### src/rtl/demo_scene_sequencer.sv
// demo_scene_sequencer: vsync-paced animation offsets and a 4-scene layer FSM.
// Optional SEQ_SKIP_EN: a sticky skip request advances the scene at the next tick.
module demo_scene_sequencer #(
  parameter int OFFSET_W     = 10,
  parameter int OFFSET_MAX   = 200,
  parameter int SCENE_FRAMES = 256
) (
  input  logic                clk,
  input  logic                rst_n,
  input  logic                vsync,
  input  logic                pause,
  input  logic [1:0]          step_sel,
  input  logic                skip,
  output logic [OFFSET_W-1:0] offset0,
  output logic [OFFSET_W-1:0] offset1,
  output logic [OFFSET_W-1:0] offset2,
  output logic [1:0]          scene,
  output logic                box_en,
  output logic                bmp_en,
  output logic                frame_tick,
  output logic                scene_change
);

  localparam int XW = OFFSET_W + 1;
  localparam int CW = $clog2(SCENE_FRAMES);

  typedef enum logic [1:0] {
    BOXES = 2'd0,
    TEXT  = 2'd1,
    MIX   = 2'd2,
    HOLD  = 2'd3
  } scene_e;

  scene_e              scene_q, scene_d;
  logic [CW-1:0]       frame_cnt_q;
  logic                vsync_d_q;
  logic                tick_q;
  logic                chg_q;
  logic                box_q, bmp_q;
  logic                box_d, bmp_d;
  logic [OFFSET_W-1:0] off_q [3];
  logic [OFFSET_W-1:0] off_d [3];
  logic                up_q  [3];
  logic                up_d  [3];
  logic [XW-1:0]       sum_x [3];
  logic [XW-1:0]       step_x;
  logic                move;
  logic                expire;
  logic                advance;
  logic                skip_now;

`ifdef SEQ_SKIP_EN
  logic skip_req_q;

  assign skip_now = skip_req_q | skip;

  always_ff @(posedge clk or negedge rst_n) begin
    if (!rst_n) begin
      skip_req_q <= 1'b0;
    end else begin
      skip_req_q <= tick_q ? 1'b0 : skip_now;
    end
  end
`else
  logic unused_skip;

  assign unused_skip = skip;
  assign skip_now    = 1'b0;
`endif

  assign step_x  = XW'(step_sel) + XW'(1);
  assign move    = tick_q & ~pause & (scene_q != HOLD);
  assign expire  = ~pause & (frame_cnt_q == CW'(SCENE_FRAMES - 1));
  assign advance = tick_q & (expire | skip_now);
  assign scene_d = scene_e'(scene_q + 2'd1);

  always_comb begin
    box_d = 1'b1;
    bmp_d = 1'b1;
    unique case (1'b1)
      (scene_d == BOXES): bmp_d = 1'b0;
      (scene_d == TEXT):  box_d = 1'b0;
      default: ;
    endcase
  end

  // Bounce arithmetic is one bit wider so the sum cannot wrap past OFFSET_MAX.
  always_comb begin
    for (int i = 0; i < 3; i++) begin
      off_d[i] = off_q[i];
      up_d[i]  = up_q[i];
      sum_x[i] = {1'b0, off_q[i]} + step_x;
      if (move) begin
        if (up_q[i]) begin
          if (sum_x[i] >= XW'(OFFSET_MAX)) begin
            off_d[i] = OFFSET_W'(OFFSET_MAX);
            up_d[i]  = 1'b0;
          end else begin
            off_d[i] = sum_x[i][OFFSET_W-1:0];
          end
        end else if ({1'b0, off_q[i]} <= step_x) begin
          off_d[i] = '0;
          up_d[i]  = 1'b1;
        end else begin
          off_d[i] = off_q[i] - step_x[OFFSET_W-1:0];
        end
      end
    end
  end

  always_ff @(posedge clk or negedge rst_n) begin
    if (!rst_n) begin
      vsync_d_q   <= 1'b0;
      tick_q      <= 1'b0;
      chg_q       <= 1'b0;
      scene_q     <= BOXES;
      frame_cnt_q <= '0;
      box_q       <= 1'b1;
      bmp_q       <= 1'b0;
      off_q[0]    <= '0;
      off_q[1]    <= OFFSET_W'(100);
      off_q[2]    <= '0;
      up_q[0]     <= 1'b1;
      up_q[1]     <= 1'b0;
      up_q[2]     <= 1'b1;
    end else begin
      vsync_d_q <= vsync;
      tick_q    <= vsync & ~vsync_d_q;
      chg_q     <= advance;
      if (advance) begin
        scene_q     <= scene_d;
        frame_cnt_q <= '0;
        box_q       <= box_d;
        bmp_q       <= bmp_d;
      end else if (tick_q && !pause) begin
        frame_cnt_q <= frame_cnt_q + CW'(1);
      end
      for (int i = 0; i < 3; i++) begin
        off_q[i] <= off_d[i];
        up_q[i]  <= up_d[i];
      end
    end
  end

  assign offset0      = off_q[0];
  assign offset1      = off_q[1];
  assign offset2      = off_q[2];
  assign scene        = scene_q;
  assign box_en       = box_q;
  assign bmp_en       = bmp_q;
  assign frame_tick   = tick_q;
  assign scene_change = chg_q;

endmodule

### config.mk
export PLATFORM = sky130hd
export DESIGN_NAME = demo_scene_sequencer
export DESIGN_NICKNAME = d
export VERILOG_FILES = /design/src/rtl/demo_scene_sequencer.sv
export SDC_FILE = /design/constraint.sdc
export NUM_CORES = 1
export LEC_CHECK = 0
export BUFFER_PORTS_ARGS = -buffer_cell sky130_fd_sc_hd__clkbuf_2
export CORE_MARGIN = 8
export CORE_UTILIZATION = 55
export CTS_BUF_LIST = sky130_fd_sc_hd__clkbuf_4 sky130_fd_sc_hd__clkbuf_8
export CTS_CLUSTER_SIZE = 24
export DETAILED_ROUTE_END_ITERATION = 12
export PLACE_DENSITY_LB_ADDON = 0.1
export SYNTH_ARGS = -nofsm -noshare
export SYNTH_HDL_FRONTEND = slang
export SYNTH_SLANG_ARGS = --single-unit
### constraint.sdc
create_clock -name clk -period 3.01 [get_ports clk]
set_input_delay 0.1505 -clock clk [delete_from_list [all_inputs] [get_ports clk]]
set_output_delay 0.1505 -clock clk [all_outputs]
set_load 0.01 [all_outputs]
[Word level (Yosys, flattened, before mapping)]
Cells that the tools add are included.
Storage, ports and cells
  flip-flop bits (word level): 48
  output and inout port bits: 36
  word-level logic and storage cells: 64
Cells by class
  add/sub/neg operators: 9
  order comparisons: 6
  equality and inequality tests: 3
  multiplexer cells: 22
  bitwise operators: 7
  reduce and logical (&&, ||, !) cells: 4
Operator list (number)
  2-to-1 mux 10 bit: 9
  adder 10 x 3 -> 11 bit: 3
  greater-or-equal comparator 11 x 8 -> 1 bit, second input constant: 3
  less-or-equal comparator 10 x 3 -> 1 bit: 3
  subtractor 10 x 3 -> 10 bit: 3
  2-to-1 mux 8 bit: 2
  2-to-1 mux 1 bit: 11
  adder 8 x 1 -> 8 bit, second input constant: 1
  == test 8 bit, second input constant: 1
  bitwise AND 1 bit: 5
  adder 2 x 1 -> 3 bit, second input constant: 1
  adder 2 x 1 -> 2 bit, second input constant: 1
  == test 2 x 1 -> 1 bit, second input constant: 1
  zero test 2 bit: 1
  inequality test 2 bit, second input constant: 1
  NOT 1 bit: 2
  nonzero test 2 bit: 1
  logical AND 1 bit: 1
  zero test 1 bit: 1

[Logic depth before layout (Yosys ltp)]
  depth after elaboration: 5
  mapped depth: 10
  depth with buffers taken out: 10

[Worst setup path before layout]
OpenSTA, ideal clock, no wires.
  path type: input -> register
  start: input step_sel[0]
  end: register off_q (netlist bit offset0[3])
  library setup time: 0.124 ns
  arrival: 2.652 ns
  data required time: 2.886 ns
  setup slack: 0.234 ns
  cell stages on the path: 9
  buffers on the path: 0
  path through: ha_1 > inv_1 > fa_1 > o21bai_1 > nand4_1 > mux2i_1 > nor3b_1 > o21ai_1 > a211o_1
Between the ends
  longest elaborated chain between the ends: 5
Ends and longest elaborated chain
  from (decl): RTL line 12  | input logic [1:0] step_sel,
  adder 2 x 1 -> 3 bit (*): RTL line 71  | assign step_x = XW'(step_sel) + XW'(1);
  adder 10 x 3 -> 11 bit: RTL line 92  | sum_x[i] = {1'b0, off_q[i]} + step_x;
  greater-or-equal comparator 11 x 8 -> 1 bit: RTL line 95  | if (sum_x[i] >= XW'(OFFSET_MAX)) begin
  2-to-1 mux 10 bit: RTL line 95
  2-to-1 mux 10 bit (*): RTL line 94  | if (up_q[i]) begin
  to (signal, indexed assignment): RTL line 139  | off_q[i] <= off_d[i];
  to (decl): RTL line 41  | logic [OFFSET_W-1:0] off_q [3];
Mark *: on every way between the ends. The rest lies on a longest branch, timed or not.
A chain may end at the register's enable or synchronous reset.

[Worst setup path after layout]
  start: register off_q (netlist bit offset1[0])
  end: register off_q (netlist bit offset1[1])
Between the ends
  longest elaborated chain between the ends: 4
Ends and longest elaborated chain (RTL line)
  adder 10 x 3 -> 11 bit: 92
  greater-or-equal comparator 11 x 8 -> 1 bit: 95
  2-to-1 mux 10 bit: 95
  2-to-1 mux 10 bit (*): 94
Marked as above.

==> reports/summary.txt <==
Status -> finished, final reports clean
Mux share of post-synthesis cell area -> 1.01%
FF-to-FF End -> offset1[1]
Largest net degree at the start of global routing -> 41
Slew @ Worst Pin -> 0.804 ns
RSZ-0062 raised after global routing -> false
Count of pins over their slew limit -> 0
Htree depth -> 2
Clk slew on worst S/H paths -> 0.10 ns
Share of cells above drive strength 1 -> 18.3%
1st-pass router iterations -> 5
Gpl congestion -> 0.954
Initial antenna violation count -> 0
Post-synthesis register bit count -> 48
Worst Setup Start Kind -> flip-flop
DRC errors left -> 0
Die Area -> 10200 um^2
Mapped Avg Cell Area -> 8.51 um^2
Antenna Nets Post-Route -> 0
Post-Syn Area -> 3970 um^2
Register area share after synthesis -> 30.4%
MaxCap Viol Count -> 0
Max Fclk -> 354 MHz
Final setup fails -> 0
Grt ovf -> 0
CP Capture Type -> flip-flop
Pre-CTS setup slack -> 0.140 ns
Crit path kind -> reg -> reg
Initial Util -> 55.7%
Rows -> 31
Syn_nets -> 503
Setup_tns -> 0 ns
Compound-Gate Fraction of Synth Area -> 26.4%
Critical path data arrival time -> 3.06 ns
Antenna Diode Count -> 0
First-pass GRT wire length -> 17800 um
Worst-Skew Late Latency -> 0.31 ns
Design area -> 4530 um^2
Fin crit period -> 2.82 ns
Worst r2r src -> offset1[0]
Vias post-DR -> 3801
Avg WL per Cell -> 16.8 um
Synthesized instance count -> 467
Largest family of logic cells by synthesized area -> compound AO/OA/AOI/OAI gates
IO Count -> 43
Root Driver -> clkbuf_8
Synth-to-layout area growth -> 14.0%
Post-synth cell types -> 73
Post-Synth XOR/XNOR Area -> 3.75%
Setup ws final -> 0.188 ns
Synth Area in Simple Gates -> 22.9%
Critical path startpoint -> offset1[0]
Initial drt markers -> 164
Total CTS buffers -> 5
R2R setup slack -> 0.19 ns
Period utilization -> 93.7%
WP data required -> 3.25 ns
Reg2reg path depth -> 9
Vias in the first global route -> 3783
Clk_skew -> 0.00589 ns
CTS tree -> yes
Clock Sinks -> 48
Placed cell areas -> 4370 um^2
Die W -> 101 um
Hold Crit Class -> in -> reg
Async S/R FF share, synth -> 100%
Vert. Die Dim -> 101 um
Buffers on Ports -> 41
Synth Area in Adders -> 10.3%
Final core utilization -> 63.5%
Vias per inst -> 6.16
Pleak -> 0.00196 uW
Worst VDD drop -> 0.000231 V
DPL Wire Length -> 7620 um
Yosys warnings -> 0
Nets -> 553
CP Capture Point -> offset1[1]
Number of synthesized flops with an enable pin -> 0
Critical-path maximum fanout -> 7
Clk buf depth -> 2
Pwr/cell area -> 320 nW/um^2
WL final -> 10400 um
Final Hold Fails -> 0
Synth Flop Type -> dfrtp_1
Slew HR -> 46.4%
Core area -> 7140 um^2
All-Layer GR Usage -> 21.3%
how the worst min path moves through the flow:
stage | cells past startpoint | end | slack, ns | from
6_report | 4 | frame_cnt_q[1] | 0.20 | pause
3_5_place_dp | 1 | vsync_d_q | 0.28 | vsync
4_1_cts | 4 | frame_cnt_q[1] | 0.20 | pause
3_3_place_gp | 1 | offset1[8] | 0.27 | rst_n
2_1_floorplan | 0 | bmp_en | -0.15 | rst_n
5_1_grt | 4 | frame_cnt_q[1] | 0.23 | pause
report_power, final:
group          internal (uW)  switching [uW]
sequential               667            28.2
combinational           68.5             101
clock                    335             251
total                   1070             380
flip-flops by register name, summed over array words and instances, names as in the netlist:
register and count:
vsync_d_q 1, offset0 10, offset1 10, box_en 1
scene_change 1, up_q 3, offset2 10, frame_cnt_q 8
scene 2, frame_tick 1, bmp_en 1
cell usage after synthesis (all sizes together), types with 3 or more instances:
cell	instances	area [um^2]
a31oi	5	31.3
and2	4	25.0
o21a	3	22.5
nand4	3	18.8
o211ai	6	45.0
o41ai	3	52.6
nor3	19	95.1
inv	27	101
or2	6	37.5
dfstp	6	158
xor2	5	43.8
a21o	7	52.6
o31ai	11	101
nand2b	6	37.5
and3	3	18.8
a211o	3	26.3
or3	9	61.3
o2111ai	6	58.8
xnor2	12	105
a211oi	5	42.5
o21bai	8	60.1
ha	23	288
buf	8	45.0
fa	6	120
nand2	36	135
nor2b	11	68.8
nand3	13	65.1
clkbuf	15	57.6
o221ai	6	52.6
o21ai	36	180
nor2	29	109
mux2i	4	40.0
dfrtp	42	1050
nor4	14	87.6
a21oi	27	139
or4	6	48.8
nand3b	4	30.0
repair_timing:
action | 4_1_cts | 5_1_grt
hold endpoints to repair | 27 | 0
setup endpoints to repair | 0 | 0
hold buffers | 2 | 0
setup buffers | 0 | 0
resized for setup | 0 | 0
per-layer routing:
metal | track usage [%] | part of all wire [%] | vias to the layer above
li1 | - | - | 1834
met1 | 27.5 | 45 | 1837
met4 | 5.84 | 1.2 | 0
met5 | 0 | 0 | -
met3 | 3.66 | 5.8 | 15
met2 | 35.5 | 48 | 115
placed cells by master (no fill, tap or decap), types with 9 or more instances in the layout:
cell type	netlist	layout
clkbuf_2	1	41
o31ai_1	9	9
nand3_1	13	13
xnor2_1	12	12
dfrtp_1	42	42
buf_4	0	23
nand2_1	36	36
a21oi_1	26	26
ha_1	23	23
nor4_1	14	14
nor2b_1	11	11
inv_1	27	27
nor2_1	29	29
o21ai_0	31	31
nor3_1	19	19
worst max-delay path, stage by stage (launching register included):
cell,delay (ns)
dfrtp_1,0.42
ha_1,0.20
inv_1,0.06
fa_1,0.45
nor2b_1,0.17
a221o_1,0.32
a211oi_1,0.35
o2111ai_2,0.32
o221ai_1,0.28
a21boi_1,0.19
metrics by stage:
stage          hold slack [ns]  total power [uW]  cells
6_report                 0.202              1450    617
5_1_grt                  0.228              1510    617
4_1_cts                  0.199              1460    617
3_5_place_dp             0.276               875    607
3_3_place_gp             0.269               869    607
2_1_floorplan           -0.145               815    467
cell families after synthesis:
kind of cell | Yosys count
buffers and inverters | 51
flip-flops | 48
XOR/XNOR | 17
multiplexers | 4
adder cells (fa/ha/maj) | 29
AO/OA/AOI/OAI | 147
AND/OR/NAND/NOR | 171
area by class of cell:
type	count	area, um^2
inverters	28	105
clock buffers	5	68.8
fillers	650	2610
multi-input cells	368	2560
repair buffers	66	398
well taps	99	124
clock inverters	3	68.8
flip-flops and latches	48	1210
No activity file was read; power rests on OpenSTA's default activity.
